===== config.mk =====
export PLATFORM = sky130hd
export DESIGN_NAME = instruction_encoder_flat
export DESIGN_NICKNAME = d
export VERILOG_FILES = /design/src/rtl/instr_pkg.sv /design/src/rtl/instruction_encoder_if.sv /design/src/rtl/instr_fifo.sv /design/src/rtl/instruction_encoder.sv /design/src/flat_wrapper.sv
export SDC_FILE = /design/constraint.sdc
export NUM_CORES = 1
export LEC_CHECK = 0
export CORE_MARGIN = 4
export CORE_UTILIZATION = 50
export DETAILED_ROUTE_END_ITERATION = 8
export PLACE_DENSITY = 0.79
export SLEW_MARGIN = 10
export SYNTH_ARGS = -nofsm -noshare
export SYNTH_HDL_FRONTEND = slang
export SYNTH_SLANG_ARGS = --single-unit

===== constraint.sdc =====
create_clock -name clock -period 4.1 [get_ports clock]
set_input_delay 0.41 -clock clock [delete_from_list [all_inputs] [get_ports clock]]
set_output_delay 0.41 -clock clock [all_outputs]
set_load 0.1 [all_outputs]

===== src/rtl/instr_pkg.sv =====
// Instruction field layout and encode helper shared with the instruction decoder.
package instr_pkg;

  localparam int unsigned INSTR_W  = 16;
  localparam int unsigned OPC_W    = 4;
  localparam int unsigned REG_W    = 3;
  localparam int unsigned IMM_W    = 8;

  localparam int unsigned OPC_MSB  = 15;
  localparam int unsigned OPC_LSB  = 12;
  localparam int unsigned RD_MSB   = 11;
  localparam int unsigned RD_LSB   = 9;
  localparam int unsigned FLAG_BIT = 8;
  localparam int unsigned RA_MSB   = 7;
  localparam int unsigned RA_LSB   = 5;
  localparam int unsigned RB_MSB   = 4;
  localparam int unsigned RB_LSB   = 2;
  localparam int unsigned IMM_MSB  = 7;
  localparam int unsigned IMM_LSB  = 0;

  typedef enum logic {
    FMT_REG = 1'b0,
    FMT_IMM = 1'b1
  } fmt_e;

  // Pack one decoded field set into an instruction word; fields unused by the form are dropped.
  function automatic logic [INSTR_W-1:0] encode(
    input fmt_e             fmt,
    input logic [OPC_W-1:0] opcode,
    input logic [REG_W-1:0] rd,
    input logic             flag,
    input logic [REG_W-1:0] ra,
    input logic [REG_W-1:0] rb,
    input logic [IMM_W-1:0] imm
  );
    logic [INSTR_W-1:0] word;
    word                   = '0;
    word[OPC_MSB:OPC_LSB]  = opcode;
    word[RD_MSB:RD_LSB]    = rd;
    word[FLAG_BIT]         = flag;
    if (fmt == FMT_IMM) begin
      word[IMM_MSB:IMM_LSB] = imm;
    end else begin
      word[RA_MSB:RA_LSB]   = ra;
      word[RB_MSB:RB_LSB]   = rb;
    end
    return word;
  endfunction

endpackage


===== src/rtl/instruction_encoder_if.sv =====
// Field-set input and encoded-word output handshakes of the instruction encoder.
interface instruction_encoder_if #(
  parameter int unsigned DEPTH  = 4,
  parameter int unsigned ADDR_W = 8
);
  import instr_pkg::*;

  localparam int unsigned CNT_W = $clog2(DEPTH) + 1;

  logic               in_valid;
  logic               in_ready;
  logic               in_fmt;
  logic [OPC_W-1:0]   in_opcode;
  logic [REG_W-1:0]   in_rD;
  logic               in_flag;
  logic [REG_W-1:0]   in_rA;
  logic [REG_W-1:0]   in_rB;
  logic [IMM_W-1:0]   in_imm;
  logic               out_valid;
  logic               out_ready;
  logic [INSTR_W-1:0] out_instruct;
  logic [ADDR_W-1:0]  out_addr;
  logic [CNT_W-1:0]   count;

  // Program-loader side.
  modport master (
    output in_valid, in_fmt, in_opcode, in_rD, in_flag, in_rA, in_rB, in_imm, out_ready,
    input  in_ready, out_valid, out_instruct, out_addr, count
  );

  // Encoder side.
  modport slave (
    input  in_valid, in_fmt, in_opcode, in_rD, in_flag, in_rA, in_rB, in_imm, out_ready,
    output in_ready, out_valid, out_instruct, out_addr, count
  );

endinterface


===== src/rtl/instr_fifo.sv =====
// Generic synchronous FIFO with occupancy count; DEPTH must be a power of two.
module instr_fifo #(
  parameter int unsigned WIDTH = 16,
  parameter int unsigned DEPTH = 4
) (
  input  logic                       clock,
  input  logic                       reset_n,
  input  logic                       clear,
  input  logic                       push,
  input  logic                       pop,
  input  logic [WIDTH-1:0]           wdata,
  output logic [WIDTH-1:0]           rdata,
  output logic [$clog2(DEPTH):0]     count,
  output logic                       full,
  output logic                       empty
);

  localparam int unsigned PTR_W = $clog2(DEPTH);
  localparam int unsigned CNT_W = PTR_W + 1;

  logic [WIDTH-1:0] mem [DEPTH];
  logic [PTR_W-1:0] wr_ptr;
  logic [PTR_W-1:0] rd_ptr;
  logic             do_push;
  logic             do_pop;

  assign full    = (count == CNT_W'(DEPTH));
  assign empty   = (count == '0);
  assign do_push = push && !full;
  assign do_pop  = pop && !empty;
  // Head is forced to zero when nothing is buffered so stale storage never shows.
  assign rdata   = empty ? '0 : mem[rd_ptr];

  // Storage write; contents are don't-care after reset or clear.
  always_ff @(posedge clock) begin
    if (do_push && !clear) begin
      mem[wr_ptr] <= wdata;
    end
  end

  // Pointers and occupancy; pointers wrap naturally at the power-of-two depth.
  always_ff @(posedge clock or negedge reset_n) begin
    if (!reset_n) begin
      wr_ptr <= '0;
      rd_ptr <= '0;
      count  <= '0;
    end else if (clear) begin
      wr_ptr <= '0;
      rd_ptr <= '0;
      count  <= '0;
    end else begin
      if (do_push) wr_ptr <= wr_ptr + PTR_W'(1);
      if (do_pop)  rd_ptr <= rd_ptr + PTR_W'(1);
      case ({do_push, do_pop})
        2'b10:   count <= count + CNT_W'(1);
        2'b01:   count <= count - CNT_W'(1);
        default: count <= count;
      endcase
    end
  end

endmodule


===== src/rtl/instruction_encoder.sv =====
// Encodes field sets into instruction words, buffers them and tags each with a write address.
module instruction_encoder
  import instr_pkg::*;
#(
  parameter int unsigned DEPTH  = 4,
  parameter int unsigned ADDR_W = 8
) (
  input  logic                  clock,
  input  logic                  reset_n,
  input  logic                  clear,
  instruction_encoder_if.slave  bus
);

  localparam int unsigned CNT_W = $clog2(DEPTH) + 1;

  logic [INSTR_W-1:0] enc_word;
  logic [ADDR_W-1:0]  addr;
  logic [CNT_W-1:0]   fifo_count;
  logic               fifo_full;
  logic               fifo_empty;

  // Field packing happens ahead of the FIFO write; no bypass to the output.
  assign enc_word = encode(fmt_e'(bus.in_fmt), bus.in_opcode, bus.in_rD, bus.in_flag,
                           bus.in_rA, bus.in_rB, bus.in_imm);

  instr_fifo #(
    .WIDTH (INSTR_W),
    .DEPTH (DEPTH)
  ) u_fifo (
    .clock   (clock),
    .reset_n (reset_n),
    .clear   (clear),
    .push    (bus.in_valid),
    .pop     (bus.out_ready),
    .wdata   (enc_word),
    .rdata   (bus.out_instruct),
    .count   (fifo_count),
    .full    (fifo_full),
    .empty   (fifo_empty)
  );

  // Handshake flags decode registered occupancy only.
  assign bus.in_ready  = !fifo_full;
  assign bus.out_valid = !fifo_empty;
  assign bus.count     = fifo_count;
  assign bus.out_addr  = addr;

  // Address of the head word; advances on each accepted pop and wraps silently.
  always_ff @(posedge clock or negedge reset_n) begin
    if (!reset_n) begin
      addr <= '0;
    end else if (clear) begin
      addr <= '0;
    end else if (bus.out_ready && !fifo_empty) begin
      addr <= addr + ADDR_W'(1);
    end
  end

endmodule


===== src/flat_wrapper.sv =====
// flat-port wrapper written by rule: the top's interface ports become plain ports
module instruction_encoder_flat import instr_pkg::*;
#(
  parameter int unsigned DEPTH  = 4,
  parameter int unsigned ADDR_W = 8
)
  (clock, reset_n, clear, bus_in_valid, bus_in_fmt, bus_in_opcode, bus_in_rD, bus_in_flag, bus_in_rA, bus_in_rB, bus_in_imm, bus_out_ready, bus_in_ready, bus_out_valid, bus_out_instruct, bus_out_addr, bus_count);
  instruction_encoder_if #(.DEPTH(DEPTH), .ADDR_W(ADDR_W)) bus_i ();
  input  logic clock;
  input  logic reset_n;
  input  logic clear;
  input wire logic [$bits(bus_i.in_valid)-1:0] bus_in_valid;
  input wire logic [$bits(bus_i.in_fmt)-1:0] bus_in_fmt;
  input wire logic [$bits(bus_i.in_opcode)-1:0] bus_in_opcode;
  input wire logic [$bits(bus_i.in_rD)-1:0] bus_in_rD;
  input wire logic [$bits(bus_i.in_flag)-1:0] bus_in_flag;
  input wire logic [$bits(bus_i.in_rA)-1:0] bus_in_rA;
  input wire logic [$bits(bus_i.in_rB)-1:0] bus_in_rB;
  input wire logic [$bits(bus_i.in_imm)-1:0] bus_in_imm;
  input wire logic [$bits(bus_i.out_ready)-1:0] bus_out_ready;
  output wire logic [$bits(bus_i.in_ready)-1:0] bus_in_ready;
  output wire logic [$bits(bus_i.out_valid)-1:0] bus_out_valid;
  output wire logic [$bits(bus_i.out_instruct)-1:0] bus_out_instruct;
  output wire logic [$bits(bus_i.out_addr)-1:0] bus_out_addr;
  output wire logic [$bits(bus_i.count)-1:0] bus_count;
  assign bus_i.in_valid = bus_in_valid;
  assign bus_i.in_fmt = bus_in_fmt;
  assign bus_i.in_opcode = bus_in_opcode;
  assign bus_i.in_rD = bus_in_rD;
  assign bus_i.in_flag = bus_in_flag;
  assign bus_i.in_rA = bus_in_rA;
  assign bus_i.in_rB = bus_in_rB;
  assign bus_i.in_imm = bus_in_imm;
  assign bus_i.out_ready = bus_out_ready;
  assign bus_in_ready = bus_i.in_ready;
  assign bus_out_valid = bus_i.out_valid;
  assign bus_out_instruct = bus_i.out_instruct;
  assign bus_out_addr = bus_i.out_addr;
  assign bus_count = bus_i.count;
  instruction_encoder #(.DEPTH(DEPTH), .ADDR_W(ADDR_W)) u_core (.clock(clock), .reset_n(reset_n), .clear(clear), .bus(bus_i));
endmodule

## Word level (Yosys, flattened, before mapping)

Memory sizes are Yosys's and may differ from the RTL's.
Cells that the tools add are included.

| operators by class | value |
|---|---|
| mux-type cells | 13 |
| add/sub/neg operators | 5 |
| reductions and logical operators | 10 |
| eq/ne operators | 3 |

Operators by type and width:

| cell | number |
|---|---|
| $mux 16 | 1 |
| $mux 8 | 2 |
| $mux 2 | 5 |
| $add 8x1->8 const B | 1 |
| $mux 6 | 1 |
| $pmux 3 s2 | 1 |
| $add 2x1->2 const B | 2 |
| $reduce_bool 2->1 | 2 |
| $add 3x1->3 const B | 1 |
| $eq 3x3->1 const B | 1 |
| $logic_and 1x1->1 | 3 |
| $logic_not 1->1 | 3 |
| $logic_not 3->1 | 1 |
| $mux 3 | 1 |
| $reduce_bool 3->1 | 1 |
| $sub 3x1->3 const B | 1 |
| $eq 2x1->1 const B | 1 |
| $eq 2x2->1 const B | 1 |
| $mux 1 | 2 |

| word-level totals | value |
|---|---|
| input port bits | 28 |
| output and inout port bits | 29 |
| memories | 1 |
| flip-flop bits (word level) | 15 |
| memory bits (writable) | 64 |
| word-level logic and storage cells | 36 |

Memories:

| name | words | width | read ports | clocked after Yosys merged registers in | write ports | RTL line | text |
|---|---|---|---|---|---|---|---|
| u_core.u_fifo.mem | 4 | 16 | 1 | 0 | 1 | instr_fifo.sv:21 | `logic [WIDTH-1:0] mem [DEPTH];` |

## Longest topological paths before layout

| depth | value |
|---|---|
| depth after elaboration | 6 |
| gate-level depth with buffers | 7 |
| mapped depth without buffers | 6 |

## By module

From an unflattened synthesis, not the netlist that was laid out.

| second synthesis, totals | value |
|---|---|
| cell total of the unflattened synthesis | 220 |
| area, all modules | 3538.4 um^2 |

Modules (own cells, without submodules):

| module | cells each | area an instance (um^2) | times used | seq. area each (um^2) |
|---|---|---|---|---|
| instr_fifo | 167 | 3027.9 | 1 | 2097.0 |
| instruction_encoder | 53 | 510.5 | 1 | 200.2 |

## Worst setup path after synthesis

Ideal clock, no wire load.

| timing path | value |
|---|---|
| path kind | register to output |
| start | register u_core.u_fifo.count[0] |
| end | output bus_out_instruct[10] |
| cell stages (with the launch flop) | 4 |
| data required time | 3.690 ns |
| path buffers | 1 |
| arrival time | 2.733 ns |
| path slack | 0.957 ns |
| cells stage by stage | dfrtp_1 -> nor3_2 -> clkbuf_1 -> nor2b_1 |

| between the ends | value |
|---|---|
| cells in the longest elaborated chain, start to end | 2 |

Ends and longest elaborated chain:

| item | RTL line | text |
|---|---|---|
| start, declared | instr_fifo.sv:13 | `output logic [$clog2(DEPTH):0] count,` |
| start signal, assigned | instr_fifo.sv:55 | `2'b10: count <= count + CNT_W'(1);` |
| start signal, assigned | instr_fifo.sv:56 | `2'b01: count <= count - CNT_W'(1);` |
| start signal, assigned | instr_fifo.sv:57 | `default: count <= count;` |
| $logic_not 3->1 | instr_fifo.sv:28 | `assign empty = (count == '0);` |
| $mux 16 | instr_fifo.sv:32 | `assign rdata = empty ? '0 : mem[rd_ptr];` |
| end, declared | flat_wrapper.sv:23 | `output wire logic [$bits(bus_i.out_instruct)-1:0] bus_out_instruct;` |

No other way between the ends.

## Final worst setup path

| timing path | value |
|---|---|
| start | register u_core.u_fifo.count[0] |
| end | output bus_in_ready |

| between the ends | value |
|---|---|
| cells in the longest elaborated chain, start to end | 2 |

Ends and longest elaborated chain:

| item | RTL line | text |
|---|---|---|
| $eq 3x3->1 | instr_fifo.sv:27 | `assign full = (count == CNT_W'(DEPTH));` |
| $logic_not 1->1 | instruction_encoder.sv:43 | `assign bus.in_ready = !fifo_full;` |
| end, declared | flat_wrapper.sv:21 | `output wire logic [$bits(bus_i.in_ready)-1:0] bus_in_ready;` |

No other way between the ends.

==> metrics.md <==
| Metric | Value |
|---|---|
| Status | completed |
| Syn Area/Cell | 16.1 µm² |
| H-tree levels | 3 |
| Vias per cell | 5.30 |
| Syn Inst Count | 218 |
| Post-synth EDFFs | 64 |
| Worst slew pin tran | 0.974 ns |
| Wire per inst | 16.4 µm |
| Max_cap viols | 0 |
| HP Class | in -> async |
| Boundary Pins | 57 |
| Die span in y | 91.8 µm |
| Final Max Tran Viols | 0 |
| Worst hold slack | 0.475 ns |
| Cell area after synthesis | 3510 µm² |
| CTS sink count | 79 |
| Worst skew pair latency | 0.35 ns |
| GRT overflow | 0 |
| # port buffers | 56 |
| Core ar. | 6790 µm² |
| Critical path, cell by cell | nor3b_2 > inv_2 > clkdlybuf4s50_1 |
| Relative slew slack | 0.348 |
| Leading area contributor after synthesis | edfxtp_1 |
| Syn. warnings | 0 |
| CP top delay family | buffers and inverters |
| Routability cong. | 0.802 |
| Max Clock Freq | 354 MHz |
| Vias | 1988 |
| CP Max Fanout | 15 |
| Initial Util | 0.517 |
| WP buf/inv | 2 |
| Period minus WS final | 2.82 ns |
| Cts hold-fix bufs | 0 |
| Total track usage | 0.157 |
| DRT Pass-1 Iters | 4 |
| Final Hold Viols | 0 |
| Top-count cell post-synth | edfxtp_1 |
| Max clock buf depth | 2 |
| Fillers | 532 |
| Antenna Violating Nets Remaining | 0 |
| Final Cell Area | 4300 µm² |
| Crit Path Category | reg -> out |
| Asr flop ratio synth | 0.190 |
| # setup viols final | 0 |
| First-pass GRT wire length | 10000 µm |
| Antenna cells | 0 |
| Largest net degree at the start of global routing | 24 |
| Root Buffer | clkbuf_8 |
| TritonCTS clock tree | yes |
| CP arrival | 2.41 ns |
| Synth top cells by count | 64 x edfxtp_1, 17 x nor2b_1, 16 x mux4_2 |
| Initial antenna violation count | 0 |
| Seq cells post-synth | 79 |
| Top cells by area, synth | edfxtp_1 55%, dfrtp_1 11%, mux4_2 10%, nor2b_1 3.0%, mux2_2 1.9% |
| Setup bufs post-CTS | 0 |
| Post-synthesis sequential area ratio | 0.654 |
| Setup TNS | 0 ns |
| CTS Buf Count | 9 |
| Worst clock skew | 0.00792 ns |
| Wirelength, routed | 6130 µm |
| Placed instance area | 4090 µm² |
| CP required | 3.69 ns |
| Row count | 30 |
| Clk pin slew, worst setup/hold paths | 0.08 ns |
| Layout cells sized above 1 | 0.229 |
| Critical Path Sink Type | primary output |
| Synth top area share | 0.547 |
| Synth cell types | 44 |
| Tcrit/Tclk final | 0.689 |
| Prevailing post-synth register cell | edfxtp_1 |
| Mapped Nets | 252 |
| PwrDens | 563 nW/µm² |
| P_leak | 1.49 nW |
| VDD IR-drop max | 0.000372 V |
| Die width | 91.8 µm |
| Fin nets | 308 |
| Die Footprint | 8430 µm² |
| Crit path max-delay cell type | clkdlybuf4s50_1 |
| Post-DP HPWL | 3970 µm |
| Vias in the first global route | 2016 |
| RSZ-0062 raised after global routing | false |
| Synth-to-Final Area Change | 22.4% |
| DRT iter0 DRCs | 84 |
| Startpoint types | flop |
| CP max stage delay | 1.13 ns |
| Post_cts resized | 0 |
| Drc violations | 0 |
registers in the layout, summed over array words and instances (netlist names):
register,flops
u_core.u_fifo.wr_ptr,2
u_core.bus.out_addr,8
u_core.u_fifo.count,3
u_core.u_fifo.rd_ptr,2
u_core.u_fifo.mem,64
cells by family (layout without fill, tap and decap cells):
family,after synthesis,in the layout,synth area share
AO/OA/AOI/OAI,26,26,0.0499
XOR/XNOR,5,5,0.0125
buffers and inverters,20,81,0.0310
AND/OR/NAND/NOR,58,58,0.101
flip-flops,79,79,0.654
adder cells (fa/ha/maj),6,6,0.0235
multiplexers,24,24,0.128
path summary, 6_finish.rpt:
path	startpoint	end	slack (ns)	cells past startpoint
max	u_core.u_fifo.count[0]	bus_in_ready	1.28	3
max reg2reg	u_core.u_fifo.count[1]	u_core.u_fifo.count[1]	1.88	5
min in group clock	u_core.bus.out_addr[6]	u_core.bus.out_addr[6]	0.59	2
min reg2reg	u_core.bus.out_addr[6]	u_core.bus.out_addr[6]	0.59	2
min	reset_n	u_core.u_fifo.count[1]	0.47	1
max in group asynchronous	reset_n	u_core.bus.out_addr[6]	3.18	1
placed cells by master (no fill, tap or decap), types with 3 or more instances in the layout:
| cell type | netlist | final |
|---|---|---|
| buf_4 | 1 | 19 |
| edfxtp_1 | 64 | 64 |
| nor2_1 | 6 | 6 |
| or4_1 | 3 | 3 |
| dfrtp_1 | 15 | 15 |
| o21ai_1 | 3 | 3 |
| clkbuf_8 | 0 | 9 |
| inv_6 | 0 | 3 |
| clkdlybuf4s50_1 | 0 | 40 |
| ha_1 | 5 | 5 |
| and2_1 | 7 | 7 |
| nand2_1 | 3 | 3 |
| xor2_1 | 4 | 4 |
| a21oi_1 | 10 | 10 |
| inv_1 | 5 | 5 |
| o31ai_1 | 3 | 3 |
| nand3_1 | 5 | 5 |
| mux2_2 | 6 | 6 |
| mux4_2 | 16 | 16 |
| nand2b_1 | 5 | 5 |
| nor2b_1 | 17 | 17 |
stage by stage:
| stage | total power, mW | cells | util | worst slack [ns] |
|---|---|---|---|---|
| finish | 2.42 | 375 | 0.632 | 1.28 |
| global route | 2.52 | 375 | 0.632 | 1.13 |
| CTS | 2.45 | 375 | 0.632 | 1.25 |
| detailed placement | 1.87 | 359 | 0.603 | 1.34 |
| global placement | 1.86 | 359 | 0.603 | 1.41 |
| floorplan | 1.68 | 218 | - | 0.957 |
routing by layer:
layer | vias up | GRT usage | routed length (µm)
li1 | 946 | - | -
met5 | - | 0 | 0
met2 | 51 | 0.250 | 3030
met4 | 0 | 0.0780 | 130
met1 | 981 | 0.197 | 2640
met3 | 10 | 0.0451 | 332
cell type report:
| type | count | area (µm²) | share of cell area |
|---|---|---|---|
| Clock buffer | 9 | 124 | 0.0288 |
| Sequential cell | 79 | 2300 | 0.535 |
| Tap cell | 96 | 120 | 0.0280 |
| Clock inverter | 7 | 78.8 | 0.0183 |
| Inverter | 6 | 22.5 | 0.00524 |
| Multi-Input combinational cell | 119 | 1110 | 0.259 |
| Timing Repair Buffer | 59 | 543 | 0.126 |
power breakdown:
| group | internal (mW) | switching [mW] | total, mW |
|---|---|---|---|
| clock network | 0.289 | 0.293 | 0.581 |
| logic | 0.243 | 0.644 | 0.888 |
| registers | 0.908 | 0.0443 | 0.952 |
No activity file was read; power rests on OpenSTA's default activity.
